### src/rtl/keypad_dir_scanner.sv
// rtl/keypad_dir_scanner.sv - 4x4 keypad column scanner decoding four direction keys
// Scans columns, debounces press and release of the first mapped key found, reports its direction.
module keypad_dir_scanner #(
    parameter int SETTLE_CYCLES   = 4,
    parameter int DEBOUNCE_CYCLES = 16
) (
    input  logic       clk,
    input  logic       rst,
    input  logic [3:0] row_n,
    output logic [3:0] col_n,
    output logic [1:0] dir,
    output logic       dir_valid,
    output logic       key_held
);

    typedef enum logic [1:0] {
        SCAN     = 2'd0,
        DEBOUNCE = 2'd1,
        HELD     = 2'd2
    } state_t;

    localparam logic [15:0] SETTLE_LAST  = 16'(SETTLE_CYCLES - 1);
    localparam logic [15:0] DEBOUNCE_END = 16'(DEBOUNCE_CYCLES);

    state_t      state_q, state_d;
    logic [1:0]  col_idx_q, col_idx_d;
    logic [1:0]  row_idx_q, row_idx_d;
    logic [15:0] cnt_q, cnt_d;
    logic [1:0]  dir_q, dir_d;
    logic        dir_valid_q, dir_valid_d;
    logic        key_held_q, key_held_d;

    logic [3:0]  map_mask;
    logic [3:0]  hits;
    logic        row_low;
    logic [15:0] cnt_inc;
    logic [1:0]  first_hit;
    logic [1:0]  key_code;

    // Rows that carry a direction key in the currently driven column.
    always_comb begin
        map_mask = 4'b0000;
        case (col_idx_q)
            2'd0:    map_mask = 4'b0010;
            2'd1:    map_mask = 4'b0101;
            2'd2:    map_mask = 4'b0010;
            default: map_mask = 4'b0000;
        endcase
    end

    assign hits    = ~row_n & map_mask;
    assign row_low = ~row_n[row_idx_q];
    assign cnt_inc = cnt_q + 16'd1;

    always_comb begin
        first_hit = 2'd3;
        if (hits[0])      first_hit = 2'd0;
        else if (hits[1]) first_hit = 2'd1;
        else if (hits[2]) first_hit = 2'd2;
    end

    always_comb begin
        key_code = 2'd3;
        case ({col_idx_q, row_idx_q})
            4'b0100: key_code = 2'd0;
            4'b0110: key_code = 2'd1;
            4'b0001: key_code = 2'd2;
            default: key_code = 2'd3;
        endcase
    end

    always_comb begin
        state_d     = state_q;
        col_idx_d   = col_idx_q;
        row_idx_d   = row_idx_q;
        cnt_d       = cnt_q;
        dir_d       = dir_q;
        dir_valid_d = 1'b0;
        key_held_d  = key_held_q;
        case (state_q)
            SCAN: begin
                if (cnt_q == SETTLE_LAST) begin
                    cnt_d = 16'd0;
                    if (|hits) begin
                        state_d   = DEBOUNCE;
                        row_idx_d = first_hit;
                    end else begin
                        col_idx_d = col_idx_q + 2'd1;
                    end
                end else begin
                    cnt_d = cnt_inc;
                end
            end
            DEBOUNCE: begin
                if (!row_low) begin
                    state_d   = SCAN;
                    col_idx_d = col_idx_q + 2'd1;
                    cnt_d     = 16'd0;
                end else if (cnt_inc == DEBOUNCE_END) begin
                    state_d     = HELD;
                    cnt_d       = 16'd0;
                    dir_d       = key_code;
                    dir_valid_d = 1'b1;
                    key_held_d  = 1'b1;
                end else begin
                    cnt_d = cnt_inc;
                end
            end
            HELD: begin
                // Release counter restarts on any low reading of the captured row.
                if (row_low) begin
                    cnt_d = 16'd0;
                end else if (cnt_inc == DEBOUNCE_END) begin
                    state_d    = SCAN;
                    col_idx_d  = col_idx_q + 2'd1;
                    cnt_d      = 16'd0;
                    key_held_d = 1'b0;
                end else begin
                    cnt_d = cnt_inc;
                end
            end
            default: begin
                state_d   = SCAN;
                col_idx_d = 2'd0;
                cnt_d     = 16'd0;
            end
        endcase
    end

    always_ff @(posedge clk or posedge rst) begin
        if (rst) begin
            state_q     <= SCAN;
            col_idx_q   <= 2'd0;
            row_idx_q   <= 2'd0;
            cnt_q       <= 16'd0;
            dir_q       <= 2'd0;
            dir_valid_q <= 1'b0;
            key_held_q  <= 1'b0;
        end else begin
            state_q     <= state_d;
            col_idx_q   <= col_idx_d;
            row_idx_q   <= row_idx_d;
            cnt_q       <= cnt_d;
            dir_q       <= dir_d;
            dir_valid_q <= dir_valid_d;
            key_held_q  <= key_held_d;
        end
    end

    assign col_n     = ~(4'b0001 << col_idx_q);
    assign dir       = dir_q;
    assign dir_valid = dir_valid_q;
    assign key_held  = key_held_q;

endmodule
### config.mk
export PLATFORM = sky130hd
export DESIGN_NAME = keypad_dir_scanner
export DESIGN_NICKNAME = d
export VERILOG_FILES = /design/src/rtl/keypad_dir_scanner.sv
export SDC_FILE = /design/constraint.sdc
export NUM_CORES = 1
export LEC_CHECK = 0
export BUFFER_PORTS_ARGS = -buffer_cell sky130_fd_sc_hd__buf_2
export CORE_MARGIN = 3
export CORE_UTILIZATION = 55
export DETAILED_ROUTE_END_ITERATION = 10
export GPL_TIMING_DRIVEN = 0
export PLACE_DENSITY = 0.77
export SYNTH_ARGS = -nofsm -noshare
export SYNTH_HDL_FRONTEND = slang
export SYNTH_SLANG_ARGS = --single-unit
### constraint.sdc
create_clock -name clk -period 3.2 [get_ports clk]
set_input_delay 0.64 -clock clk [delete_from_list [all_inputs] [get_ports clk]]
set_output_delay 0.64 -clock clk [all_outputs]
set_load 0.01 [all_outputs]
Yosys cells after proc, flatten, opt, wreduce, memory -nomap -nowiden
Index checks and enable logic that the tools add are counted.

cells by class
  reductions and logical operators = 10
  shift-type cells = 1
  muxes and demuxes = 33
  equality and inequality tests = 18
  add/sub/neg operators = 2
  bitwise gates (word level) = 4
  $lt $le $gt $ge = 1

operators by type and width
  operator               count
  $mux 16                4
  $pmux 16 s3            1
  $mux 2                 13
  $pmux 2 s3             3
  $add 16x1->16 const B  1
  $eq 16x2->1 const B    1
  $eq 16x5->1 const B    1
  $ne 2x2->1 const B     8
  $reduce_and 5->1       3
  $mux 1                 9
  $eq 4x3->1 const B     2
  $not 4->4              2
  $pmux 3 s2             1
  $reduce_and 3->1       2
  $and 4x4->4            1
  $eq 2x1->1 const B     2
  $eq 2x2->1 const B     2
  $eq 4x1->1 const B     1
  $logic_not 2->1        2
  $reduce_or 4->1        1
  $shl 1x2->4 const A    1
  $lt 2x3->1 const B     1
  $ne 3x3->1 const B     1
  $add 2x1->2 const B    1
  other kinds (5)        5

word-level totals
  word-level logic and storage cells = 76
  register bits after elaboration = 26

Depth between registers and ports, before layout
Gate-level depths: netlist of run 1.

  depth in word-level cells = 8
  mapped depth = 9
  mapped depth without buffers = 8

Worst setup path before layout of run 1
No wires, ideal clock.

  kind = reg2reg
  start = register cnt_q[0]
  end = register dir_q[1], in the netlist dir[1]
  required time = 3072 ps
  period minus slack after synthesis = 2407 ps
  stages on the path, launching flop included = 9
  arrival time = 2280 ps
  setup slack = 793 ps
  cell sequence = dfrtp_1 > ha_1 > buf_2 > and3_1 > a211oi_1 > o2111a_1 > o2111ai_4 > nor3_4 > mux2_1

on the way
  cells in the longest elaborated chain, start to end = 3

RTL lines
  element                     line  text
  start, declared             28    logic [15:0] cnt_q, cnt_d;
  start signal, assigned      143   cnt_q <= cnt_d;
  $add 16x1->16               53    assign cnt_inc = cnt_q + 16'd1;
  $eq 16x5->1                 99    end else if (cnt_inc == DEBOUNCE_END) begin
  $reduce_and 3->1 (no line)  n/a
  end signal, assigned        144   dir_q <= dir_d;
  end, declared               29    logic [1:0] dir_q, dir_d;

No other way between the ends.
A chain may end at the register's enable or synchronous reset.

Final worst setup path of run 1
Same ends and word-level chain as after synthesis.

==> impl_metrics.json, run 1 <==
{
  "status": "finished, final reports clean",
  "first_global_vias": 1493,
  "latest_clock_arrival_within_the_worst_skew_pair_ps": 340,
  "worstReg2RegEnd": "dir[1]",
  "maxCapViolCount": 0,
  "post_synth_inst_count": 196,
  "timing.critical_path.required_ps": 3440,
  "cp.arrival_ps": 3020,
  "grt_first_pass_wirelength_um": 7000,
  "end_kind": "register",
  "mostFrequentLayoutCell": "dfrtp_1",
  "tritoncts": "yes",
  "cp-start-kind": "register",
  "final_period_minus_worst_setup_slack_ps": 2780,
  "max_slew.worst_pin.slew_ps": 995,
  "setup_tns_ps": 0,
  "insertedDiodeCount": 0,
  "timing.final.ws_setup_ps": 419,
  "syn_nets": 208,
  "fin_worst_hold_slack_ps": 503,
  "ff_latch_area_um2": 651,
  "dieArea_um2": 4050,
  "cts.path.max_buffers": 2,
  "unique_cell_type_count_in_the_yosys_netlist": 55,
  "seq_area_frac_synth": 0.356,
  "cts_buffers": 3,
  "total_via_count_in_the_routed_design": 1528,
  "grt_max_degree": 27,
  "cts_hold_buffers": 0,
  "peakVddDrop_uv": 352,
  "horiz_die_dim_um": 63.7,
  "fmax_ghz": 0.360,
  "dr_vias_cell": 5.95,
  "cts_setup_buffers": 0,
  "synth.area.top_cells": "dfrtp_1 36%, a21oi_1 4.9%, xnor2_1 4.3%",
  "clock_tree.root_cell": "clkbuf_4",
  "slew_viol_final": 0,
  "finalHoldViolCount": 0,
  "relSlewSlack": 0.336,
  "gpl.final_weighted_congestion": 0.938,
  "cts-resized-gates": 0,
  "leakage_nw": 0.830,
  "yosys_synthesis_warning_count": 0,
  "cp_max_fo": 8,
  "port_buffers": 13,
  "n_fill_cell": 271,
  "htree_levels": 1,
  "ff2ff_setup_slack_ps": 420,
  "antenna_found_initial": 0,
  "num-nets-final": 226,
  "initial_utilization": 0.589,
  "ant_nets": 0,
  "clkSlewWorstSetupHoldPaths_ps": 160,
  "synthFlopType": "dfrtp_1",
  "globalRoute.totalOverflow": 0,
  "postRouteWirelength_um": 4030,
  "synth.largest_area_cell": "dfrtp_1",
  "netlist_area_um2": 1830,
  "dp.final_hpwl_um": 3000,
  "detailedRoute.firstIterationViolations": 86,
  "drcViolationCount": 0,
  "boundaryPins": 14,
  "area_growth_pct": 9.45,
  "multi_input_area_um2": 1070,
  "ff_latch_count_synth": 26,
  "worst_clock_skew_ps": 14.0,
  "row_count": 20,
  "hold_class": "in -> async",
  "groute.usage.overall": 0.218,
  "synth.top_cell.area_share": 0.356,
  "finalCoreUtilization": 0.645,
  "fp.dieH_um": 63.7,
  "synth_area_per_cell_um2": 9.33,
  "wl_per_cell_um": 15.7,
  "final-setup-viol-count": 0,
  "coreArea_um2": 3100,
  "post_route_cells_drive_above_1_share": 0.178,
  "timing.reg2reg.worst_path_depth": 8,
  "power_per_cell_area_nw_per_um2": 658,
  "ys_async_sr_fraction": 1.00,
  "drt_first_pass_iters": 4,
  "synth_enable_flop_cells": 0,
  "most_used_cells_in_the_layout_excluding_fill_and_tap_cells": "26 x dfrtp_1, 18 x a21oi_1, 17 x buf_2, 14 x nand2_1, 12 x nor2_1",
  "dp_worst_setup_slack_ps": 439,
  "grt_setup_unrepaired": "no",
  "worst-setup-path-type": "reg -> reg",
  "clock_sinks": 26,
  "fin_crit_sh": 0.869,
  "timing.rr.start": "cnt_q[0]"
}
## sequential cells by signal, summed over array words and instances (netlist names)
name / cells
cnt_q: 16
col_idx_q: 2
dir: 2
dir_valid: 1
key_held: 1
row_idx_q: 2
state_q: 2
## critical path: stages, from the launching register on
cell       delay (ps)
dfrtp_1           470
ha_1              210
buf_2             170
and3_1            260
a211oi_1          360
o2111a_1          330
o2111ai_4         180
nor3_4            340
mux2_1            370
## power by group
| group | total [W] | internal [W] | switching (W) |
|---|---|---|---|
| registers | 0.000465 | 0.000394 | 0.0000711 |
| clock network | 0.000233 | 0.000127 | 0.000106 |
| logic | 0.000620 | 0.000259 | 0.000361 |
## Yosys cell counts (2+ instances only)
master,count
nand3_1,7
nor2_1,12
inv_1,9
ha_1,6
nand3b_1,2
o21ai_0,4
nand2_1,14
nor4_1,5
dfrtp_1,26
buf_4,3
mux2i_1,4
nor2b_1,2
a21oi_1,18
and2_1,2
xor2_1,7
nand2b_1,4
buf_2,4
xnor2_1,9
a31oi_1,2
o211ai_1,2
nand4_1,8
and3_1,2
mux2_2,2
clkbuf_1,5
o2111a_1,2
and4_1,4
o31ai_1,2
nor3_1,2
## per-layer routing
metal  track usage  vias to the layer above  wire length [um]
met5             0                        -                 0
met4        0.0620                        0                37
met3        0.0339                        4               174
met2         0.348                       37              1930
met1         0.304                      744              1890
li1              -                      743                 -
## cells by family after synthesis
family,share of synthesized area
and+or+nand+nor,0.231
adders and majority gates,0.0411
DFF,0.356
muxes,0.0527
AOI/OAI and AO/OA,0.185
buffers and inverters,0.0582
xor gates and xnor gates,0.0767
## layout make-up
| cell class | instances | area share |
|---|---|---|
| Clock inverter | 1 | 0.0150 |
| Buffer | 13 | 0.0363 |
| Multi-Input combinational cell | 148 | 0.535 |
| Inverter | 9 | 0.0169 |
| Timing Repair Buffer | 13 | 0.0325 |
| Tap cell | 44 | 0.0275 |
| Sequential cell | 26 | 0.325 |
| Clock buffer | 3 | 0.0113 |
## through the flow
step	instance area [um2]	total power [W]	cells
finish	2000	0.00132	257
global route	2000	0.00143	257
CTS	2000	0.00132	257
detailed placement	1950	0.00109	253
global placement	1950	0.00106	253
floorplan	1830	0.000927	196
## worst max-delay path by stage
stage	from	end	cells after the start
floorplan	cnt_q[0]	dir[1]	8
finish	cnt_q[0]	dir[1]	8
global placement	cnt_q[0]	dir[1]	8
global route	cnt_q[0]	dir[1]	8
detailed placement	cnt_q[0]	dir[1]	8
CTS	cnt_q[0]	dir[1]	8
Power figures use the tool's default switching activity.
==> run 2, diff against run 1 <==
CORE_UTILIZATION = 50   (was 55)
PLACE_DENSITY = 0.71   (was 0.77)
==> run 2 against run 1 <==
Sequential share of layout area is essentially flat. Critical path type unchanged. Hold slack gained 16 ps. Register-to-register slack gained 60 ps. Total power is essentially flat. First-iteration DRC count grew 52%. Non-clock buffer count is the same. Critical path depth is the same. Sequential power is essentially flat. Flip-flop and latch count is the same. Combinational power is essentially flat. Global-route usage shrank 1.0 points.
==> impl_metrics.json, run 2 (synthesis gave the netlist of run 1 again) <==
{
  "final-setup-viol-count": 0,
  "gpl.final_weighted_congestion": 0.897,
  "grt_setup_unrepaired": "no",
  "worst_clock_skew_ps": 3.55,
  "status": "finished, final reports clean",
  "cts.path.max_buffers": 2,
  "drcViolationCount": 0,
  "insertedDiodeCount": 0,
  "cp.arrival_ps": 2930,
  "cts-resized-gates": 0,
  "timing.reg2reg.worst_path_depth": 8,
  "dp_worst_setup_slack_ps": 550,
  "fin_worst_hold_slack_ps": 518,
  "htree_levels": 1,
  "clock_tree.root_cell": "clkbuf_4",
  "grt_first_pass_wirelength_um": 7040,
  "ff_latch_area_um2": 651,
  "mostFrequentLayoutCell": "dfrtp_1",
  "tritoncts": "yes",
  "timing.critical_path.required_ps": 3410,
  "final_period_minus_worst_setup_slack_ps": 2720,
  "num-nets-final": 226,
  "wl_per_cell_um": 15.7,
  "detailedRoute.firstIterationViolations": 131,
  "end_kind": "register",
  "flip_flop_count_of_the_largest_register_all_copies_and_words_added": 16,
  "coreArea_um2": 3420,
  "post_route_cells_drive_above_1_share": 0.178,
  "row_count": 21,
  "area_growth_pct": 9.58,
  "dr_vias_cell": 5.96,
  "ff2ff_setup_slack_ps": 480,
  "fp.dieH_um": 66.5,
  "port_buffers": 13,
  "leakage_nw": 0.830,
  "top_register": "cnt_q",
  "clkSlewWorstSetupHoldPaths_ps": 150,
  "finalHoldViolCount": 0,
  "multi_input_area_um2": 1070,
  "timing.rr.start": "cnt_q[0]",
  "setup_tns_ps": 0,
  "dieArea_um2": 4420,
  "horiz_die_dim_um": 66.5,
  "cts_setup_buffers": 0,
  "boundaryPins": 14,
  "clock_sinks": 26,
  "relSlewSlack": 0.330,
  "slew_viol_final": 0,
  "worstReg2RegEnd": "cnt_q[9]",
  "peakVddDrop_uv": 365,
  "timing.final.ws_setup_ps": 477,
  "drt_first_pass_iters": 4,
  "fmax_ghz": 0.367,
  "antenna_found_initial": 0,
  "ant_nets": 0,
  "globalRoute.totalOverflow": 0,
  "first_global_vias": 1576,
  "cp_max_fo": 10,
  "max_slew.worst_pin.slew_ps": 1000,
  "cts_buffers": 3,
  "cts_hold_buffers": 0,
  "power_per_cell_area_nw_per_um2": 658,
  "dp.final_hpwl_um": 3050,
  "hold_class": "in -> async",
  "grt_max_degree": 27,
  "initial_utilization": 0.535,
  "groute.usage.overall": 0.208,
  "maxCapViolCount": 0,
  "total_via_count_in_the_routed_design": 1544,
  "cp-start-kind": "register",
  "postRouteWirelength_um": 4060,
  "latest_clock_arrival_within_the_worst_skew_pair_ps": 330,
  "worst-setup-path-type": "reg -> reg",
  "most_used_cells_in_the_layout_excluding_fill_and_tap_cells": "26 x dfrtp_1, 18 x a21oi_1, 17 x buf_2, 14 x nand2_1, 12 x nor2_1",
  "n_fill_cell": 313,
  "fin_crit_sh": 0.851
}
run 2: cell counts in the layout (fill, tap and decap cells not counted):
No cell type changed its count.
run 2: worst max-delay path by stage:
stage               cells past startpoint  startpoint         to
finish                                  8    cnt_q[0]   cnt_q[9]
global route                            8    cnt_q[0]  cnt_q[11]
CTS                                     8    cnt_q[0]   cnt_q[9]
detailed placement                      8    cnt_q[0]     dir[1]
global placement                        8    cnt_q[0]     dir[1]
floorplan                               8    cnt_q[0]     dir[1]
run 2: per-stage QoR:
step | total power [W] | cell area (um2) | util | cells
finish | 0.00132 | 2000 | 0.586 | 259
global route | 0.00143 | 2000 | 0.586 | 259
CTS | 0.00133 | 2000 | 0.586 | 259
detailed placement | 0.00109 | 1950 | 0.571 | 255
global placement | 0.00107 | 1950 | 0.571 | 255
floorplan | 0.000927 | 1830 | - | 196
run 2: cell type report:
class	count	area share
inverter	9	0.0169
clock inverter	1	0.0150
buffer	13	0.0362
tap	46	0.0287
clock buffer	3	0.0112
multi-input combinational	148	0.535
sequential	26	0.325
timing repair buffer	13	0.0325
run 2: layer usage:
metal	global-route usage	vias to the layer above	wire length [um]
li1	-	749	-
met1	0.247	728	1740
met2	0.368	51	2020
met3	0.0337	16	165
met4	0.0838	0	141
met5	0	-	0
run 2: worst max-delay path, cell delays in order (launching register included):
cell,delay (ps)
dfrtp_1,470
ha_1,180
buf_2,200
nor4b_1,380
nand4_1,290
or3b_2,270
clkbuf_1,250
clkbuf_1,420
a21oi_1,130
run 2: power breakdown:
| part | switching [W] | internal [W] | total, W |
|---|---|---|---|
| combinational | 0.000359 | 0.000260 | 0.000619 |
| sequential | 0.0000721 | 0.000394 | 0.000466 |
| clock | 0.000106 | 0.000127 | 0.000232 |
| total | 0.000537 | 0.000780 | 0.00132 |
==> run 3, diff against run 2 <==
MAX_ROUTING_LAYER = met4   (was not set)
==> run 3 against run 2 <==
Wire length down 5.8%. Die area unchanged. Final cell count unchanged. Total power down 1.2%. Flip-flop and latch count unchanged. Sequential power about the same. Global-route usage down 0.82 points. Combinational power down 2%. Critical endpoint is now dir[1]. Register-to-register slack better by 70 ps. Cell area unchanged. Hold slack worse by 7.9 ps.
==> impl_metrics.json, run 3 (synthesis gave the netlist of run 1 again) <==
{
  "cp.arrival_ps": 2890,
  "groute.usage.overall": 0.199,
  "boundaryPins": 14,
  "cts_hold_buffers": 0,
  "drcViolationCount": 0,
  "ant_nets": 0,
  "power_per_cell_area_nw_per_um2": 650,
  "globalRoute.totalOverflow": 0,
  "antenna_found_initial": 0,
  "total_via_count_in_the_routed_design": 1529,
  "cts-resized-gates": 0,
  "status": "finished, final reports clean",
  "ff2ff_setup_slack_ps": 540,
  "fp.dieH_um": 66.5,
  "grt_setup_unrepaired": "no",
  "detailedRoute.firstIterationViolations": 137,
  "final_period_minus_worst_setup_slack_ps": 2660,
  "peakVddDrop_uv": 384,
  "multi_input_area_um2": 1070,
  "cts_setup_buffers": 0,
  "post_route_cells_drive_above_1_share": 0.178,
  "grt_max_degree": 27,
  "gpl.final_weighted_congestion": 0.913,
  "dieArea_um2": 4420,
  "most_used_cells_in_the_layout_excluding_fill_and_tap_cells": "26 x dfrtp_1, 18 x a21oi_1, 17 x buf_2, 14 x nand2_1, 12 x nor2_1",
  "tritoncts": "yes",
  "finalHoldViolCount": 0,
  "worst-setup-path-type": "reg -> reg",
  "htree_levels": 1,
  "dr_vias_cell": 5.90,
  "slew_viol_final": 0,
  "timing.critical_path.required_ps": 3430,
  "dp.final_hpwl_um": 2930,
  "area_growth_pct": 9.58,
  "row_count": 21,
  "worst_clock_skew_ps": 12.7,
  "postRouteWirelength_um": 3830,
  "coreArea_um2": 3420,
  "max_slew.worst_pin.slew_ps": 978,
  "setup_tns_ps": 0,
  "ff_latch_area_um2": 651,
  "final-setup-viol-count": 0,
  "relSlewSlack": 0.347,
  "timing.final.ws_setup_ps": 543,
  "n_fill_cell": 296,
  "timing.reg2reg.worst_path_depth": 8,
  "fin_crit_sh": 0.830,
  "latest_clock_arrival_within_the_worst_skew_pair_ps": 320,
  "hold_class": "in -> async",
  "cp_max_fo": 8,
  "clock_tree.root_cell": "clkbuf_4",
  "cp-start-kind": "register",
  "flip_flop_count_of_the_largest_register_all_copies_and_words_added": 16,
  "clkSlewWorstSetupHoldPaths_ps": 150,
  "cts.path.max_buffers": 2,
  "first_global_vias": 1492,
  "horiz_die_dim_um": 66.5,
  "drt_first_pass_iters": 4,
  "leakage_nw": 0.830,
  "fmax_ghz": 0.376,
  "dp_worst_setup_slack_ps": 555,
  "cts_buffers": 3,
  "clock_sinks": 26,
  "maxCapViolCount": 0,
  "insertedDiodeCount": 0,
  "num-nets-final": 226,
  "end_kind": "register",
  "initial_utilization": 0.535,
  "mostFrequentLayoutCell": "dfrtp_1",
  "wl_per_cell_um": 14.8,
  "grt_first_pass_wirelength_um": 6620,
  "port_buffers": 13,
  "top_register": "cnt_q"
}
run 3: stage by stage:
stage	power [W]	hold slack (ps)	cells	cell area, um2	util
after global placement	0.00107	472	255	1950	0.571
after detailed placement	0.00108	492	255	1950	0.571
after global routing	0.00141	540	259	2000	0.586
final	0.00130	510	259	2000	0.586
after floorplan	0.000927	490	196	1830	-
after CTS	0.00132	529	259	2000	0.586
run 3: layout make-up:
| cell class | instances | share of cell area |
|---|---|---|
| Buffer | 13 | 0.0362 |
| Clock buffer | 3 | 0.0112 |
| Clock inverter | 1 | 0.0150 |
| Inverter | 9 | 0.0169 |
| Multi-Input combinational cell | 148 | 0.535 |
| Sequential cell | 26 | 0.325 |
| Tap cell | 46 | 0.0287 |
| Timing Repair Buffer | 13 | 0.0325 |
run 3: final timing paths:
path / to / from
max in group asynchronous: cnt_q[15] / rst
worst max register to register: dir[1] / cnt_q[0]
worst min-delay path: cnt_q[1] / rst
min in group clk: dir[1] / dir[1]
worst max-delay path: dir[1] / cnt_q[0]
worst min register to register: dir[1] / dir[1]
run 3: where the power goes:
| group | leakage [nW] | switching, W | total, W | internal (W) |
|---|---|---|---|---|
| Sequential | 0.341 | 0.0000720 | 0.000466 | 0.000394 |
| Clock | 0.0279 | 0.000100 | 0.000227 | 0.000127 |
| Combinational | 0.462 | 0.000350 | 0.000609 | 0.000259 |
| Total | 0.830 | 0.000522 | 0.00130 | 0.000779 |
run 3: critical path, cell delays in order (launching register included):
cell and delay (ps):
dfrtp_1 470, ha_1 210, buf_2 170, and3_1 260, a211oi_1 320, o2111a_1 310
o2111ai_4 180, nor3_4 290, mux2_1 350
run 3: per-layer routing:
metal	GRT usage	up-vias	routed length (um)
met5	-	-	0
met4	0.0914	0	116
met3	0.0253	13	153
met2	0.320	45	1840
met1	0.252	723	1720
li1	-	748	-
